File: config.mk
export PLATFORM = sky130hd
export DESIGN_NAME = i2s_tone_synth
export DESIGN_NICKNAME = d
export VERILOG_FILES = /design/src/rtl/audio_pkg.sv /design/src/rtl/i2s_tx.sv /design/src/rtl/i2s_tone_synth.sv
export SDC_FILE = /design/constraint.sdc
export NUM_CORES = 1
export LEC_CHECK = 0
export BUFFER_PORTS_ARGS = -buffer_cell sky130_fd_sc_hd__buf_2
export CAP_MARGIN = 20
export CORE_AREA = 2 2 117 119
export CTS_BUF_LIST = sky130_fd_sc_hd__clkbuf_4 sky130_fd_sc_hd__clkbuf_8
export CTS_CLUSTER_DIAMETER = 100
export DETAILED_ROUTE_END_ITERATION = 7
export DIE_AREA = 0 0 119 121
export GPL_TIMING_DRIVEN = 0
export SYNTH_ARGS = -nofsm -noshare
export SYNTH_HDL_FRONTEND = slang
export SYNTH_SLANG_ARGS = --single-unit
File: constraint.sdc
create_clock -name clk -period 4.71 [get_ports clk]
set_input_delay 0.471 -clock clk [delete_from_list [all_inputs] [get_ports clk]]
set_output_delay 0.471 -clock clk [all_outputs]
set_load 0.03 [all_outputs]
File: src/rtl/audio_pkg.sv
// Shared constants for the tone synthesiser and its I2S transmitter.
// Holds channel-mode encodings, the mclk tap and the amplitude bound check.
package audio_pkg;

  localparam logic [1:0] CH_STEREO = 2'b00;
  localparam logic [1:0] CH_LEFT   = 2'b01;
  localparam logic [1:0] CH_RIGHT  = 2'b10;
  localparam logic [1:0] CH_ANTI   = 2'b11;

  localparam int MCLK_BIT = 1;

  // Full-scale amplitude must fit in the positive half of a signed word.
  function automatic bit amp_fits(
    input int levels,
    input int step,
    input int w
  );
    return (longint'(levels - 1) * longint'(step))
           < (longint'(1) << (w - 1));
  endfunction

endpackage

File: src/rtl/i2s_tx.sv
// Left-justified I2S transmitter: free-running divider, frame latch, sdin.
// Ports: clk, rst, left/right sample words in; mclk, sck, lrck, sdin out.
module i2s_tx
  import audio_pkg::*;
#(
  parameter int SAMPLE_W = 16,
  parameter int SCK_LOG2 = 4
) (
  input  logic                clk,
  input  logic                rst,
  input  logic [SAMPLE_W-1:0] left,
  input  logic [SAMPLE_W-1:0] right,
  output logic                mclk,
  output logic                sck,
  output logic                lrck,
  output logic                sdin
);

  localparam int BIT_W = $clog2(SAMPLE_W);
  localparam int CNT_W = SCK_LOG2 + BIT_W + 1;

  logic [CNT_W-1:0]    cnt;
  logic [CNT_W-1:0]    cnt_nx;
  logic [SAMPLE_W-1:0] left_q;
  logic [SAMPLE_W-1:0] right_q;
  logic                sdin_q;
  logic                wrap;
  logic                sck_fall;
  logic [BIT_W:0]      hi_nx;
  logic [BIT_W-1:0]    idx;
  logic [SAMPLE_W-1:0] word;

  assign cnt_nx   = cnt + 1'b1;
  assign wrap     = &cnt;
  assign sck_fall = &cnt[SCK_LOG2-1:0];

  // Low bits are all ones at sck_fall, so the next slot/lrck is hi+1.
  assign hi_nx = cnt[CNT_W-1:SCK_LOG2] + 1'b1;
  assign idx   = BIT_W'(SAMPLE_W - 1) - hi_nx[BIT_W-1:0];

  // At the wrap the latch is loading in the same edge, so the first
  // left bit is taken straight from the incoming word.
  always_comb begin
    word = left_q;
    if (wrap)
      word = left;
    else if (hi_nx[BIT_W])
      word = right_q;
  end

  always_ff @(posedge clk) begin
    if (rst) begin
      cnt     <= '0;
      left_q  <= '0;
      right_q <= '0;
      sdin_q  <= 1'b0;
    end else begin
      cnt <= cnt_nx;
      if (wrap) begin
        left_q  <= left;
        right_q <= right;
      end
      if (sck_fall)
        sdin_q <= word[idx];
    end
  end

  assign mclk = cnt[MCLK_BIT];
  assign sck  = cnt[SCK_LOG2-1];
  assign lrck = cnt[CNT_W-1];
  assign sdin = sdin_q;

endmodule

File: src/rtl/i2s_tone_synth.sv
// Square-wave tone synth with saturating volume, mute and channel modes.
// Ports: clk, rst, note_div, vol_up/down, mute, ch_mode; vol_level, audio_*.
module i2s_tone_synth
  import audio_pkg::*;
#(
  parameter int SAMPLE_W   = 16,
  parameter int DIV_W      = 22,
  parameter int VOL_LEVELS = 16,
  parameter int VOL_INIT   = 15,
  parameter int VOL_STEP   = 1280,
  parameter int SCK_LOG2   = 4
) (
  input  logic                          clk,
  input  logic                          rst,
  input  logic [DIV_W-1:0]              note_div,
  input  logic                          vol_up,
  input  logic                          vol_down,
  input  logic                          mute,
  input  logic [1:0]                    ch_mode,
  output logic [$clog2(VOL_LEVELS)-1:0] vol_level,
  output logic                          audio_mclk,
  output logic                          audio_sck,
  output logic                          audio_lrck,
  output logic                          audio_sdin
);

  localparam int VOL_W = $clog2(VOL_LEVELS);
  localparam logic [VOL_W-1:0] VOL_MAX =
    VOL_W'(VOL_LEVELS - 1);
  localparam bit AMP_OK =
    amp_fits(VOL_LEVELS, VOL_STEP, SAMPLE_W);

  if (!AMP_OK) begin : g_amp_check
    $error("VOL_STEP too large for SAMPLE_W");
  end

  logic [DIV_W-1:0]    note_q;
  logic [DIV_W-1:0]    half;
  logic [DIV_W-1:0]    tc;
  logic                phase;
  logic                silent;
  logic [SAMPLE_W-1:0] amp;
  logic [SAMPLE_W-1:0] tone;
  logic [SAMPLE_W-1:0] left_s;
  logic [SAMPLE_W-1:0] right_s;

  always_ff @(posedge clk) begin
    if (rst)
      vol_level <= VOL_W'(VOL_INIT);
    else if (vol_up && !vol_down
             && vol_level != VOL_MAX)
      vol_level <= vol_level + 1'b1;
    else if (vol_down && !vol_up
             && vol_level != '0)
      vol_level <= vol_level - 1'b1;
  end

  assign half   = note_div >> 1;
  assign silent = note_div < DIV_W'(2);

  // A new note restarts the square from phase 0.
  always_ff @(posedge clk) begin
    if (rst) begin
      note_q <= '0;
      tc     <= '0;
      phase  <= 1'b0;
    end else begin
      note_q <= note_div;
      if (silent || note_div != note_q) begin
        tc    <= '0;
        phase <= 1'b0;
      end else if (tc == half - 1'b1) begin
        tc    <= '0;
        phase <= ~phase;
      end else begin
        tc <= tc + 1'b1;
      end
    end
  end

  assign amp = SAMPLE_W'(32'(vol_level) * 32'(VOL_STEP));

  always_comb begin
    tone = phase ? amp : -amp;
    if (mute || silent)
      tone = '0;
    left_s  = tone;
    right_s = tone;
    unique case (ch_mode)
      CH_STEREO: ;
      CH_LEFT:   right_s = '0;
      CH_RIGHT:  left_s  = '0;
      CH_ANTI:   right_s = -tone;
    endcase
  end

  i2s_tx #(
    .SAMPLE_W(SAMPLE_W),
    .SCK_LOG2(SCK_LOG2)
  ) u_tx (
    .clk  (clk),
    .rst  (rst),
    .left (left_s),
    .right(right_s),
    .mclk (audio_mclk),
    .sck  (audio_sck),
    .lrck (audio_lrck),
    .sdin (audio_sdin)
  );

endmodule

==> results.py <==
metrics = {
    "run_status": {
        "outcome": "complete, no violations",
    },
    "worst_setup_path": {
        "worst-setup-path-type": "register to register",
        "worst_ep_arrival_time_ns": 3.72,
        "end_kind": "register",
        "crit_path_top_delay_cell": "dfxtp_1",
        "max_stage_delay_ns": 0.53,
        "crit_top_cell": "ha_1",
        "critPathLaunchType": "register",
        "critical_path_peak_fanout": 9,
        "cp.required_ns": 4.94,
        "worstPathCellList": "ha_1, ha_1, inv_1, fa_1, nor4bb_1, a2111oi_0, a31oi_1, and3_1, clkbuf_1, o311ai_0, o41ai_1, a21oi_1, o32ai_1",
    },
    "sta": {
        "grt_setup_unrepaired": "false",
        "setup_slack_ns": 1.21,
        "finClkSkew_ns": 0.0135,
        "setup_viol": 0,
        "timing.final.crit_share_pct": 74.2,
        "maxSlewHeadroom_pct": 43.8,
        "worst_pin_slew_ns": 0.837,
        "clock.fmax_ghz": 0.286,
        "maxSlewViolCount": 0,
        "hold-worst-slack_ns": 0.363,
        "hold_viol_final": 0,
        "fin_setup_tns_ns": 0,
        "layout_min_cycle_time_ns": 3.50,
    },
    "run": {
        "drv_cap": 0,
    },
    "clock_network": {
        "clk_pin_slew_ns": 0.09,
        "clock_path_buffers": 2,
        "clk_latency_ns": 0.36,
        "ctsHoldBuffers": 0,
        "cts_sinks": 75,
        "h-tree-depth": 3,
        "cts_root_buffer": "clkbuf_8",
        "numCtsBuffers": 9,
        "cts_tree": "built",
        "cts.repair.resized": 0,
        "postCtsSetupBuffers": 0,
    },
    "placed_design": {
        "portBuffers": 23,
        "hpwl_um": 8550,
        "place_ws_ns": 1.26,
        "place_congestion": 0.857,
        "dp_cells": 770,
    },
    "cells_and_area": {
        "fin_cells": 786,
        "utilization_pct": 40.0,
        "fin_nets": 650,
        "mostFrequentLayoutCells": "dfxtp_1, nor2_1, xor2_1",
        "diodes": 0,
        "final_common_cell": "dfxtp_1",
        "drive_gt1_share_pct": 10.2,
        "area_growth_pct": 11.9,
    },
    "floorplan": {
        "ioPinCount": 37,
        "start_util_pct": 35.7,
        "die_h_um": 121,
        "dieArea_sq_mm": 0.0144,
        "core-area_sq_mm": 0.0131,
        "die-width_um": 119,
        "rows": 42,
    },
    "synth": {
        "ys.flop_type": "dfxtp_1",
        "synth-edff-count": 0,
        "syn_avg_cell_area_sq_um": 8.19,
        "ys_top_cells_by_area": "dfxtp_1, xor2_1, xnor2_1",
        "yosysSeqAreaShare_pct": 32.1,
        "async_reset_ff_share_pct": 0,
        "netlist_area_sq_mm": 0.00468,
        "synth-seq-cells": 75,
        "yosysUniqueCellTypes": 70,
        "syn_nets": 616,
        "synth_top_cell_area_share_pct": 32.1,
        "synthCells": 571,
        "yosysTopAreaCell": "dfxtp_1",
        "yosys_warnings": 0,
    },
    "detailed_routing": {
        "wirelength_um": 11300,
        "drc": 0,
        "drtIter0Drc": 243,
        "via_per_inst": 5.26,
        "first_pass_iters": 4,
        "wl_per_cell_um": 14.4,
        "vias": 4134,
        "antenna_left": 0,
    },
    "grt": {
        "grtUsageTotal_pct": 16.4,
        "antenna_found_initial": 0,
        "grt-ovfl-total": 0,
        "grt_pass1_wl_um": 19100,
        "grt_max_degree": 14,
        "first_global_vias": 4063,
    },
    "power": {
        "seqPwrFrac_pct": 42.4,
        "p_clk_share_pct": 35.5,
        "p_comb_share_pct": 22.1,
        "p_per_area_mw_per_mm2": 301,
        "vdd_ir_drop_max_mv": 0.190,
        "p_switching_uw": 489,
        "p_leak_nw": 1.82,
        "p_int_mw": 1.09,
        "p_sw_share_pct": 31.0,
    },
    "min_path": {
        "hold_class": "primary input to register",
    },
}
-- final cells by class --
type                    count  area, sq um
inverters                  15         56.3
plain buffers              36          150
fillers                  1353         7850
clock inverters             6         90.1
clock buffers              10          131
well taps                 176          220
multi-input cells         445         2970
flip-flops and latches     75         1500
repair buffers             23          115
-- cell usage after synthesis, types with 3 or more instances --
master / instances
a31oi_1: 4
o31ai_1: 5
a41oi_1: 3
nor2b_1: 25
nand3_1: 30
nor4bb_1: 3
mux2i_1: 8
o311ai_0: 3
clkbuf_1: 29
o211ai_1: 5
xnor2_1: 36
o22ai_1: 3
mux2_2: 3
nand4_1: 14
nor4_1: 7
dfxtp_1: 75
and2_1: 3
nor3_1: 11
xor2_1: 43
and4_1: 4
inv_1: 15
a211oi_1: 3
or3_1: 4
o21a_1: 3
and3_1: 7
o21ai_0: 11
ha_1: 14
nand2b_1: 8
nand2_1: 41
a21oi_1: 24
buf_2: 5
nor2_1: 72
-- power groups by stage --
stage,Clock [mW],Combinational (mW),Sequential (mW)
2_1_floorplan,0,0.247,0.692
3_3_place_gp,0,0.337,0.682
3_5_place_dp,0,0.344,0.683
4_1_cts,0.576,0.347,0.668
5_1_grt,0.600,0.390,0.671
6_report,0.560,0.348,0.668
-- state kept, by name, summed over array words and instances, names as in the netlist --
name	cells
u_tx.left_q	8
note_q	22
tc	22
phase	1
u_tx.right_q	8
u_tx.sdin	1
vol_level	4
u_tx.cnt	9
-- per-layer routing --
layer / GRT usage [%] / share of wire, %
met2: 28.7 / 49
met5: 0 / 0
met4: 5.13 / 1.2
met1: 20.3 / 45
met3: 3.24 / 5.0
-- worst paths after layout --
path                 from          endpoint  slack, ns  cells after the start
max reg2reg  vol_level[1]  u_tx.right_q[15]       1.21                     13
min reg2reg   u_tx.cnt[0]       u_tx.cnt[0]       0.45                      1
min           note_div[0]         note_q[0]       0.36                      2
max          vol_level[1]  u_tx.right_q[15]       1.21                     13
-- kinds of logic (layout without fill, tap and decap cells) --
kind of cell | count (synthesis) | in the layout | synth area share, %
xor gates and xnor gates | 79 | 79 | 14.8
and+or+nand+nor | 246 | 246 | 27.4
muxes | 12 | 12 | 2.92
adders and majority gates | 16 | 16 | 4.60
AOI/OAI and AO/OA | 92 | 92 | 13.8
DFF | 75 | 75 | 32.1
buffers and inverters | 51 | 90 | 4.41
-- through the flow --
step           instance area (sq um)  power [mW]
6_report                        5230        1.58
5_1_grt                         5230        1.66
4_1_cts                         5230        1.59
3_5_place_dp                    5010        1.03
3_3_place_gp                    5010        1.02
2_1_floorplan                   4680       0.939
-- worst max-delay path, delay by kind of cell (launching register included) --
family                     cells  cell delay (ns)
and+or+nand+nor                2             0.35
buffers and inverters          2             0.25
AOI/OAI and AO/OA              6             1.26
adders and majority gates      3             0.96
DFF                            1             0.53
Power figures use the tool's default switching activity.
